--- src/rtl/mm_pkg.sv ---
// rtl/mm_pkg.sv - shared types, constants and message formatting for the multimeter UART scheduler
package mm_pkg;

  typedef enum logic [2:0] {
    IDLE,
    LOAD,
    WAIT_START,
    WAIT_DONE,
    GAP
  } sched_state_t;

  localparam int MM_CHAR_NR = 13;

  // Entries 4..7 only matter when more than four channels are configured
  localparam logic [47:0] PREFIX_LUT [8] = '{
    "Vadc: ", "Vfir: ", "Vrms: ", "Viir: ",
    "Vch4: ", "Vch5: ", "Vch6: ", "Vch7: "
  };

  function automatic logic [7:0] num2ascii(input logic [3:0] n);
    return (n <= 4'd9) ? (8'h30 + {4'h0, n}) : 8'h3F;
  endfunction

  function automatic logic [MM_CHAR_NR*8-1:0] format_msg(input logic [2:0] ch,
                                                         input logic [15:0] bcd);
    return {PREFIX_LUT[ch], num2ascii(bcd[15:12]), 8'h2E, num2ascii(bcd[11:8]),
            num2ascii(bcd[7:4]), num2ascii(bcd[3:0]), 8'h56, 8'h0D};
  endfunction

endpackage

--- src/rtl/ste_rr_arbiter.sv ---
// rtl/ste_rr_arbiter.sv - combinational round-robin arbiter: first request at or after ptr, wrapping
module ste_rr_arbiter #(
  parameter int REQ_NR = 4,
  localparam int PW = (REQ_NR > 1) ? $clog2(REQ_NR) : 1
) (
  input  logic [REQ_NR-1:0] req,
  input  logic [PW-1:0]     ptr,
  output logic [REQ_NR-1:0] gnt,
  output logic              valid
);

  always_comb begin
    int j;
    gnt   = '0;
    valid = 1'b0;
    j     = 0;
    for (int i = 0; i < REQ_NR; i++) begin
      j = int'(ptr) + i;
      if (j >= REQ_NR) j = j - REQ_NR;
      if (!valid && req[j[PW-1:0]]) begin
        gnt[j[PW-1:0]] = 1'b1;
        valid          = 1'b1;
      end
    end
  end

endmodule

--- src/rtl/mm_uart_sched.sv ---
// rtl/mm_uart_sched.sv - round-robin sharing of one UART among multimeter result channels
// Optional drop counter output enabled by MM_UART_SCHED_DROP_CNT_EN.
module mm_uart_sched
  import mm_pkg::*;
#(
  parameter int REQ_NR   = 4,
  parameter int CHAR_NR  = MM_CHAR_NR,
  parameter int GAP_CYC  = 100000,
  parameter int START_TO = 8
) (
  input  logic                   clk,
  input  logic                   rst_n,
  input  logic                   clr_i,
  input  logic                   en_i,
  input  logic [REQ_NR*16-1:0]   din_bcd_i,
  input  logic [REQ_NR-1:0]      din_update_i,
  input  logic                   uart_busy_i,
  output logic [CHAR_NR*8-1:0]   char_array_o,
  output logic                   char_array_update_o,
  output logic [REQ_NR-1:0]      grant_o,
  output logic                   busy_o
`ifdef MM_UART_SCHED_DROP_CNT_EN
  ,
  output logic [15:0]            drop_cnt_o
`endif
);

  localparam int PW      = (REQ_NR > 1) ? $clog2(REQ_NR) : 1;
  localparam int CNT_MAX = (GAP_CYC > START_TO) ? GAP_CYC : START_TO;
  localparam int CW      = $clog2(CNT_MAX + 1);

  sched_state_t              state, state_nxt;
  logic [REQ_NR-1:0][15:0]   bcd_buf;
  logic [REQ_NR-1:0]         pend;
  logic [PW-1:0]             rr_ptr;
  logic [CW-1:0]             cnt;
  logic [REQ_NR-1:0]         arb_gnt;
  logic                      arb_valid;
  logic [PW-1:0]             gnt_idx;
  logic                      take;
  logic                      start_to_hit;
  logic                      gap_done;

  ste_rr_arbiter #(.REQ_NR(REQ_NR)) u_arb (
    .req   (pend),
    .ptr   (rr_ptr),
    .gnt   (arb_gnt),
    .valid (arb_valid)
  );

  always_comb begin
    gnt_idx = '0;
    for (int i = 0; i < REQ_NR; i++) begin
      if (arb_gnt[i]) gnt_idx = PW'(i);
    end
  end

  assign take         = (state == IDLE) && en_i && arb_valid;
  assign start_to_hit = (cnt == CW'(START_TO - 1));
  assign gap_done     = (cnt == CW'(GAP_CYC - 1));

  always_ff @(posedge clk or negedge rst_n) begin
    if (!rst_n) state <= IDLE;
    else        state <= state_nxt;
  end

  always_comb begin
    state_nxt = state;
    case (state)
      IDLE:       if (take) state_nxt = LOAD;
      LOAD:       state_nxt = WAIT_START;
      WAIT_START: begin
        if (uart_busy_i)       state_nxt = WAIT_DONE;
        else if (start_to_hit) state_nxt = GAP;
      end
      WAIT_DONE:  if (!uart_busy_i) state_nxt = GAP;
      GAP:        if (gap_done) state_nxt = IDLE;
      default:    state_nxt = IDLE;
    endcase
    if (clr_i) state_nxt = IDLE;
  end

  // Strobe is gated by clr_i so an abort in LOAD never reaches the UART
  assign char_array_update_o = (state == LOAD) && !clr_i;
  assign busy_o              = (state != IDLE);

  always_ff @(posedge clk or negedge rst_n) begin
    if (!rst_n) begin
      bcd_buf      <= '0;
      pend         <= '0;
      rr_ptr       <= '0;
      cnt          <= '0;
      grant_o      <= '0;
      char_array_o <= '0;
    end else if (clr_i) begin
      bcd_buf      <= '0;
      pend         <= '0;
      rr_ptr       <= '0;
      cnt          <= '0;
      grant_o      <= '0;
      char_array_o <= '0;
    end else begin
      for (int k = 0; k < REQ_NR; k++) begin
        if (din_update_i[k]) bcd_buf[k] <= din_bcd_i[16*k +: 16];
      end
      // A same-cycle update re-arms pend for the channel being granted
      pend <= (pend & ~(take ? arb_gnt : '0)) | din_update_i;
      if (take) begin
        char_array_o <= format_msg(3'(gnt_idx), bcd_buf[gnt_idx]);
        grant_o      <= arb_gnt;
        rr_ptr       <= (gnt_idx == PW'(REQ_NR - 1)) ? '0 : gnt_idx + 1'b1;
      end
      case (state)
        WAIT_START: cnt <= (uart_busy_i || start_to_hit) ? '0 : cnt + 1'b1;
        GAP: begin
          if (gap_done) begin
            cnt     <= '0;
            grant_o <= '0;
          end else begin
            cnt <= cnt + 1'b1;
          end
        end
        default:    cnt <= '0;
      endcase
    end
  end

`ifdef MM_UART_SCHED_DROP_CNT_EN
  logic [REQ_NR-1:0] drop_vec;
  logic [16:0]       drop_sum;

  always_comb begin
    drop_vec = din_update_i & pend & ~(take ? arb_gnt : '0);
    drop_sum = {1'b0, drop_cnt_o};
    for (int i = 0; i < REQ_NR; i++) begin
      drop_sum = drop_sum + 17'(drop_vec[i]);
    end
  end

  always_ff @(posedge clk or negedge rst_n) begin
    if (!rst_n)     drop_cnt_o <= '0;
    else if (clr_i) drop_cnt_o <= '0;
    else            drop_cnt_o <= drop_sum[16] ? 16'hFFFF : drop_sum[15:0];
  end
`endif

endmodule

--- config.mk ---
export PLATFORM = sky130hd
export DESIGN_NAME = mm_uart_sched
export DESIGN_NICKNAME = d
export VERILOG_FILES = /design/src/rtl/mm_pkg.sv /design/src/rtl/ste_rr_arbiter.sv /design/src/rtl/mm_uart_sched.sv
export SDC_FILE = /design/constraint.sdc
export NUM_CORES = 1
export LEC_CHECK = 0
export CORE_UTILIZATION = 44
export DETAILED_ROUTE_END_ITERATION = 8
export PLACE_DENSITY = 0.77
export SLEW_MARGIN = 25
export SYNTH_ARGS = -nofsm -noshare
export SYNTH_HDL_FRONTEND = slang
export SYNTH_SLANG_ARGS = --single-unit
--- constraint.sdc ---
create_clock -name clk -period 3.53 [get_ports clk]
set_input_delay 0.706 -clock clk [delete_from_list [all_inputs] [get_ports clk]]
set_output_delay 0.706 -clock clk [all_outputs]
set_load 0.01 [all_outputs]
; Word-level counts from Yosys, hierarchy flattened
; Memory sizes are Yosys's and may differ from the RTL's.
; Index checks and enable logic that the tools add are counted.
[word_totals]
inputBits = 73
wordCells = 149
output_inout_bits = 110
register_bits = 198
memories = 1
rom_bits = 384
[op_classes]
n_bitwise = 7
n_eq_ne = 11
reduce_logical = 23
magnitude_cmp = 18
add_sub_neg = 13
muxes = 66
[mem_list]
columns = name, words, width, rd, rd_clocked_by_memory_dff, wr, line
row1 = (name not given), 8, 48, 1, 0, 0, mm_pkg.sv:26  ; return {PREFIX_LUT[ch], num2ascii(bcd[15:12]), 8'h2E, num2ascii(bcd[11:8]),
[op_table]
columns = operator, n
row1 = 104-bit 2-to-1 mux, 2
row2 = 48-bit 2-to-1 mux, 2
row3 = 16-bit 2-to-1 mux, 5
row4 = 64-bit 2-to-1 mux, 1
row5 = 17-bit 2-to-1 mux, 3
row6 = 4-bit 2-to-1 mux, 10
row7 = 17-bit one-hot mux with 2 select lines, 1
row8 = 16-bit binary-select mux with 2-bit select, 1
row9 = 6-bit by 4-bit adder with 7-bit output (first input constant), 4
row10 = 7-bit 2-to-1 mux, 4
row11 = 2-bit 2-to-1 mux, 9
row12 = 3-bit 2-to-1 mux, 6
row13 = 17-bit by 1-bit adder with 17-bit output (second input constant), 1
row14 = 17-bit equality test (second input constant), 1
row15 = 17-bit by 3-bit equality test with 1-bit output (second input constant), 1
row16 = 4-bit <= comparator (second input constant), 4
row17 = 4-bit OR, 4
row18 = 2-bit by 3-bit less-than comparator with 1-bit output (second input constant), 5
row19 = 3-bit one-hot mux with 5 select lines, 1
row20 = 1-bit 2-to-1 mux, 13
row21 = 1-bit logical AND, 10
row22 = 2-bit nonzero test, 5
row23 = 3-bit >= comparator (second input constant), 3
row24 = 3-bit inequality test (second input constant), 3
row25 = other kinds (22), 39

; Depth between registers and ports, before layout
; Gate-level depths: netlist (run 1).
[logic_depth]
word_depth = 23
depth_mapped = 15
ltp_nobuf = 12

; Modules after synthesis
; A second synthesis (run 1) with hierarchy kept.
[unflattened]
hier_cells = 682
hier_area_um2 = 6725.2
[by_module_without_submodules]
columns = mod, area_per_inst_um2, seq_area_each_um2, cells_per_inst, n_inst
row1 = mm_uart_sched, 6217.2, 2902.8, 620, 1
row2 = ste_rr_arbiter, 508.0, 0.0, 62, 1

; Worst setup path after synthesis (run 1)
; OpenSTA, ideal clock, no wires.
[synth_timing]
path_type = register to register
start = reg, netlist name char_array_o[82]
end = reg char_array_o[88]
arrival_ns = 3.516
setup_ns = 0.132
synth_period_minus_slack_ns = 3.648
path_stages_with_launch = 14
path_buffers = 3
required_ns = 3.398
setup_slack_ns = -0.118
cell_sequence = dfrtp_1 > buf_4 > inv_1 > ha_1 > mux4_2 > a221o_1 > a22o_2 > buf_2 > buf_2 > or2_2 > ha_1 > nor2_1 > a21oi_1 > nor2_1
[synth_lines]
columns = item, line
row1 = "end signal, assigned", mm_uart_sched.sv:109  ; char_array_o <= format_msg(3'(gnt_idx), bcd_buf[gnt_idx]);
row2 = "end, declared", mm_uart_sched.sv:18  ; output logic [CHAR_NR*8-1:0] char_array_o,

==> run_results.csv, run 1 <==
group,metric,value,unit
status,run_status,"finished clean",
detailed_routing,dr.pass1.iters,5,
detailed_routing,num_vias,5254,
worst_setup_path,cp.arrival,3.48,ns
sta,setup_viol,0,
detailed_routing,viasPerCell,5.29,
layout,drive_above_1_share,10.6,%
worst_setup_path,worstSetupPathType,"reg2reg",
global_routing,grt_usage,20.6,%
worst_setup_path,rr_worst_depth,12,
layout,final_cell_mix,"clkdlybuf4s50_1 (136), nor2_1 (122), dfrtp_1 (114), mux2i_1 (71), nand2_1 (46)",
yosys,ys_ff_latch,116,
placed_design,portBuffers,139,
worst_setup_path,crit_required,3.79,ns
floorplanning,rows,44,
yosys,ys_warn_count,0,
sta,fin_crit_sh,91.2,%
detailed_routing,ant_nets,0,
floorplanning,die_height,126,um
global_routing,antenna_found_initial,0,
flow_run,cap_viol_max_count,0,
detailed_routing,totalWireLength,16000,um
power,power_density,756,nW/um2
clocking,htreeDepth,4,
placed_design,dp.final_hpwl,11600,um
detailed_routing,first_iter_violations,288,
clocking,numClockSinks,116,
clocking,cts_buffers,17,
sta,relSlewSlack,29.2,%
floorplanning,fp.dieW,126,um
yosys,syn_avg_cell_area,9.64,um2
clocking,root_buffer,"clkbuf_16",
clocking,postCtsResizedCells,0,
yosys,yosysSeqAreaShare,43.0,%
yosys,netlist-cell-type-count,59,
yosys,synth_area_leaders,"dfrtp_1 (43%), mux2i_1 (11%), buf_4 (9.2%), nor2_1 (6.8%), nand2_1 (2.6%)",
yosys,synthFlopType,"dfrtp_1",
floorplanning,dieArea,15800,um2
clocking,postCtsSetupRepairBufs,0,
worst_hold_path,hp-class,"in2async",
sta,fin_worst_skew,0.00898,ns
worst_setup_path,crit_path_max_fanout,28,
sta,report.final.slew_viol_count,0,
sta,final-hold-violation-count,0,
global_routing,grt_max_degree,98,
sta,fmax,311,MHz
layout,antenna_cells,0,
global_routing,grt_pass1_vias,4870,
power,ir_drop,0.407,mV
layout,fillers,1278,
power,leakage,3.75,nW
layout,final_common_cell,"clkdlybuf4s50_1",
sta,fin_crit,3.22,ns
detailed_routing,drc,0,
floorplanning,ioPinCount,183,
yosys,synth_top_area_share,43.0,%
floorplanning,fp.coreArea,14800,um2
global_routing,overflow,0,
layout,final_nets,880,
clocking,cts_tree,"done",
layout,area.growth.synth_to_final,24.9,%
yosys,syn_area,6750,um2
power,finalPower,6.37,mW
floorplanning,initial_core_util,45.7,%
placed_design,place_congestion,0.904,
clocking,clock_latency,0.42,ns
global_routing,grt_pass1_wl,25700,um
detailed_routing,wl_per_cell,16.1,um
sta,tightest_slew,1.06,ns
clocking,clockBufferDepth,2,
yosys,synthArstFlopShare,100,%
sta,fin_setup_tns,0,ns
sta,rsz0062_at_grt,"false",
yosys,syn_inst,700,
yosys,synth_area_leader_cell,"dfrtp_1",
clocking,clkTransAtPathRegs,0.06,ns
worst_setup_path,critical_path.startpoint_type,"flip-flop",
yosys,synth-edff-count,0,
clocking,cts_hold_buf,0,
worst_setup_path,crit_path_end_kind,"flip-flop",
area by class of cell:
| cell class | instances | area [um2] | share of cell area, % |
|---|---|---|---|
| clock buffers | 17 | 425 | 5.05 |
| repair buffers | 155 | 1510 | 17.9 |
| multi-input cells | 494 | 3190 | 37.8 |
| inverters | 12 | 45.0 | 0.534 |
| flip-flops and latches | 116 | 2910 | 34.5 |
| well taps | 184 | 230 | 2.73 |
| clock inverters | 15 | 125 | 1.48 |
routing by layer:
metal / track usage [%] / part of all wire (%)
met3: 5.06 / 5.5
met2: 31.1 / 45
met5: 0 / 0
met4: 7.37 / 1.9
met1: 28.9 / 48
state kept, by name (all words and copies together), names as in the netlist:
register	count
cnt	17
rr_ptr	1
char_array_o	23
state	3
grant_o	4
pend	4
bcd_buf	64
power by group:
part	leakage, nW	switching, mW	internal [mW]
clock	0.266	0.669	0.912
sequential	1.55	0.168	1.50
combinational	1.94	1.69	1.43
total	3.75	2.53	3.85
synth_stat cells (2+ instances only):
library cell,n
nor2_1,123
dfrtp_1,116
buf_4,83
mux2i_1,71
nand2_1,46
clkbuf_1,24
a21oi_1,21
nor3_1,14
o21ai_0,14
inv_1,12
a211oi_1,11
ha_1,11
o22ai_1,11
nand2b_1,8
o21ai_1,8
xor2_1,8
nand3_1,7
and3_1,6
buf_2,6
nand4_1,6
nor2b_1,6
o211ai_1,6
a21o_1,5
a221o_1,5
o32ai_1,5
xnor2_1,5
a2bb2oi_1,4
buf_1,4
mux4_2,4
nor2_2,4
o31ai_2,4
a311oi_2,3
buf_6,3
nor2_4,3
o22ai_2,3
or3_1,3
a22oi_1,2
nor4_1,2
o21a_1,2
o31ai_1,2
kinds of logic after synthesis:
group	count (synthesis)	synth area share, %
buf+inv	132	12.4
flops	116	43.0
mux	76	12.0
compound gates	117	13.2
xor+xnor	13	1.69
other cells	1	0.0556
fa+ha+maj	11	2.04
simple gates	234	15.6
critical path, cell delays in order (launching register included):
cell	delay (ns)
dfrtp_2	0.35
inv_1	0.10
ha_4	0.32
mux4_2	0.58
nor4b_4	0.26
buf_4	0.19
nand2_1	0.07
o21a_1	0.13
buf_4	0.22
o21ai_0	0.34
o22ai_2	0.15
a211oi_1	0.24
o22ai_1	0.11
through the flow:
stage,hold WS [ns],worst slack [ns],std cells,util [%],area (um2)
floorplan,0.410,0.0561,742,-,6920
global placement,0.454,0.464,961,53.4,7880
detailed placement,0.456,0.371,961,53.4,7880
CTS,0.434,0.309,993,57.1,8430
global route,0.475,0.125,993,57.1,8430
finish,0.399,0.310,993,57.1,8430
final timing paths:
kind	start	to	slack (ns)
min in group clk	cnt[0]$_DFF_PN0_	cnt[0]$_DFF_PN0_	0.46
max in group asynchronous	rst_n	char_array_o[82]$_DFFE_PN0P_	2.24
min reg2reg	cnt[0]$_DFF_PN0_	cnt[0]$_DFF_PN0_	0.46
min	rst_n	bcd_buf[0]$_DFFE_PN0P_	0.40
max reg2reg	char_array_o[82]$_DFFE_PN0P_	char_array_o[24]$_DFFE_PN0P_	0.31
max	char_array_o[82]$_DFFE_PN0P_	char_array_o[24]$_DFFE_PN0P_	0.31
Note: power is estimated with default switching activity, not from simulation.
==> inputs of run 2 (changes only) <==
- CORE_UTILIZATION: 44 -> 40
- PLACE_DENSITY: 0.77 -> 0.71
==> run_results.csv, run 2 (synthesized netlist as in run 1, its figures left out) <==
group,metric,value,unit
worst_setup_path,critPathBufInv,1,
sta,setup_ws,0.204,ns
clocking,clockBufferDepth,2,
worst_setup_path,cp_top_family,"compound AO/OA/AOI/OAI gates",
flow_run,cap_viol_max_count,0,
layout,top_regs,"bcd_buf (64), char_array_o (23), cnt (17)",
floorplanning,rows,47,
worst_hold_path,hp-class,"in2async",
sta,relSlewSlack,30.4,%
clocking,cts_buffers,17,
worst_setup_path,cp_slowest_cell,"mux4_2",
detailed_routing,num_vias,5184,
detailed_routing,first_iter_violations,376,
sta,rsz0062_at_grt,"false",
layout,fillers,1488,
layout,final_common_cell,"clkdlybuf4s50_1",
worst_setup_path,cp_num_cells,10,
clocking,cts_tree,"done",
global_routing,grt_max_degree,99,
sta,setup_viol,0,
worst_setup_path,reg2reg_from,"char_array_o[82]$_DFFE_PN0P_",
status,run_status,"finished clean",
floorplanning,die_height,132,um
sta,tightest_slew,1.04,ns
global_routing,grt_pass1_vias,4757,
worst_setup_path,crit_required,3.79,ns
layout,final_nets,875,
clocking,numClockSinks,116,
detailed_routing,dr.pass1.iters,4,
floorplanning,ioPinCount,183,
sta,report.final.slew_viol_count,0,
detailed_routing,viasPerCell,5.06,
worst_setup_path,crit_path_max_fanout,15,
floorplanning,dieArea,17400,um2
clocking,root_buffer,"clkbuf_16",
detailed_routing,drc,0,
sta,fin_worst_skew,0.00777,ns
global_routing,antenna_found_initial,0,
global_routing,grt_pass1_wl,25900,um
sta,fin_crit,3.33,ns
detailed_routing,wl_per_cell,15.9,um
worst_setup_path,worstSetupPathType,"reg2reg",
layout,largest_reg_flops,64,
clocking,postCtsResizedCells,0,
layout,top_register,"bcd_buf",
sta,fmax,301,MHz
placed_design,place_congestion,0.863,
placed_design,pre_cts_slack,0.232,ns
floorplanning,fp.dieW,132,um
worst_setup_path,cp-startpoint,"char_array_o[82]$_DFFE_PN0P_",
worst_setup_path,path_cells,"inv_1 -> ha_4 -> mux4_2 -> nor4b_4 -> nand2_1 -> o21ai_2 -> a21o_4 -> o22ai_2 -> a211oi_1 -> o22ai_1",
global_routing,overflow,0,
sta,fin_crit_sh,94.2,%
detailed_routing,totalWireLength,16300,um
clocking,clkTransAtPathRegs,0.06,ns
clocking,cts_hold_buf,0,
worst_setup_path,critical_path.startpoint_type,"flip-flop",
worst_setup_path,rr_worst_depth,10,
layout,drive_above_1_share,10.1,%
sta,fin_setup_tns,0,ns
sta,final-hold-violation-count,0,
global_routing,grt_usage,19.1,%
worst_setup_path,cp.arrival,3.59,ns
power,ir_drop,0.435,mV
placed_design,portBuffers,139,
layout,antenna_cells,0,
layout,area.growth.synth_to_final,25.7,%
placed_design,dp.final_hpwl,11700,um
detailed_routing,ant_nets,0,
power,leakage,3.76,nW
power,power_density,764,nW/um2
clocking,postCtsSetupRepairBufs,0,
power,finalPower,6.48,mW
worst_setup_path,slowest_delay,0.58,ns
clocking,htreeDepth,4,
clocking,clock_latency,0.42,ns
worst_setup_path,crit_path_end_kind,"flip-flop",
floorplanning,initial_core_util,40.8,%
layout,final_cell_mix,"clkdlybuf4s50_1 (134), nor2_1 (122), dfrtp_1 (115), mux2i_1 (71), nand2_1 (46)",
floorplanning,fp.coreArea,16500,um2
-- run 2: area by class of cell --
cell class	count	area [um2]	area share, %
well taps	220	275	3.24
inverters	12	45.0	0.531
clock buffers	20	457	5.38
clock inverters	12	130	1.53
flip-flops and latches	116	2900	34.2
multi-input cells	494	3180	37.5
repair buffers	150	1490	17.6
-- run 2: routing by layer --
metal / track usage, % / routed length (um) / vias to the layer above / part of all wire (%)
met5: 0 / 0 / - / 0
met4: 7.82 / 326 / 0 / 2.0
met3: 4.19 / 715 / 28 / 4.4
met2: 29.1 / 7570 / 181 / 46
met1: 26.3 / 7670 / 2483 / 47
li1: - / - / 2492 / -
-- run 2: final timing paths --
| check | end | slack, ns |
|---|---|---|
| setup / recovery | char_array_o[16]$_DFFE_PN0P_ | 0.20 |
| hold / removal | bcd_buf[0]$_DFFE_PN0P_ | 0.29 |
| setup reg to reg | char_array_o[16]$_DFFE_PN0P_ | 0.20 |
| hold reg to reg | cnt[0]$_DFF_PN0_ | 0.46 |
| max in group asynchronous | grant_o[1]$_DFF_PN0_ | 2.45 |
| min in group clk | cnt[0]$_DFF_PN0_ | 0.46 |
-- run 2: stage by stage --
stage	instance area, um2	hold slack, ns	cells	util [%]
3_3_place_gp	7910	0.450	992	47.9
3_5_place_dp	7910	0.455	992	47.9
2_1_floorplan	6920	0.410	742	-
5_1_grt	8480	0.335	1024	51.3
4_1_cts	8500	0.305	1024	51.4
6_report	8480	0.289	1024	51.3
-- run 2: power by group --
group	switching, mW	total (mW)	leakage (nW)	internal, mW
combinational	1.70	3.11	1.92	1.41
clock	0.625	1.70	0.286	1.07
sequential	0.166	1.67	1.55	1.50
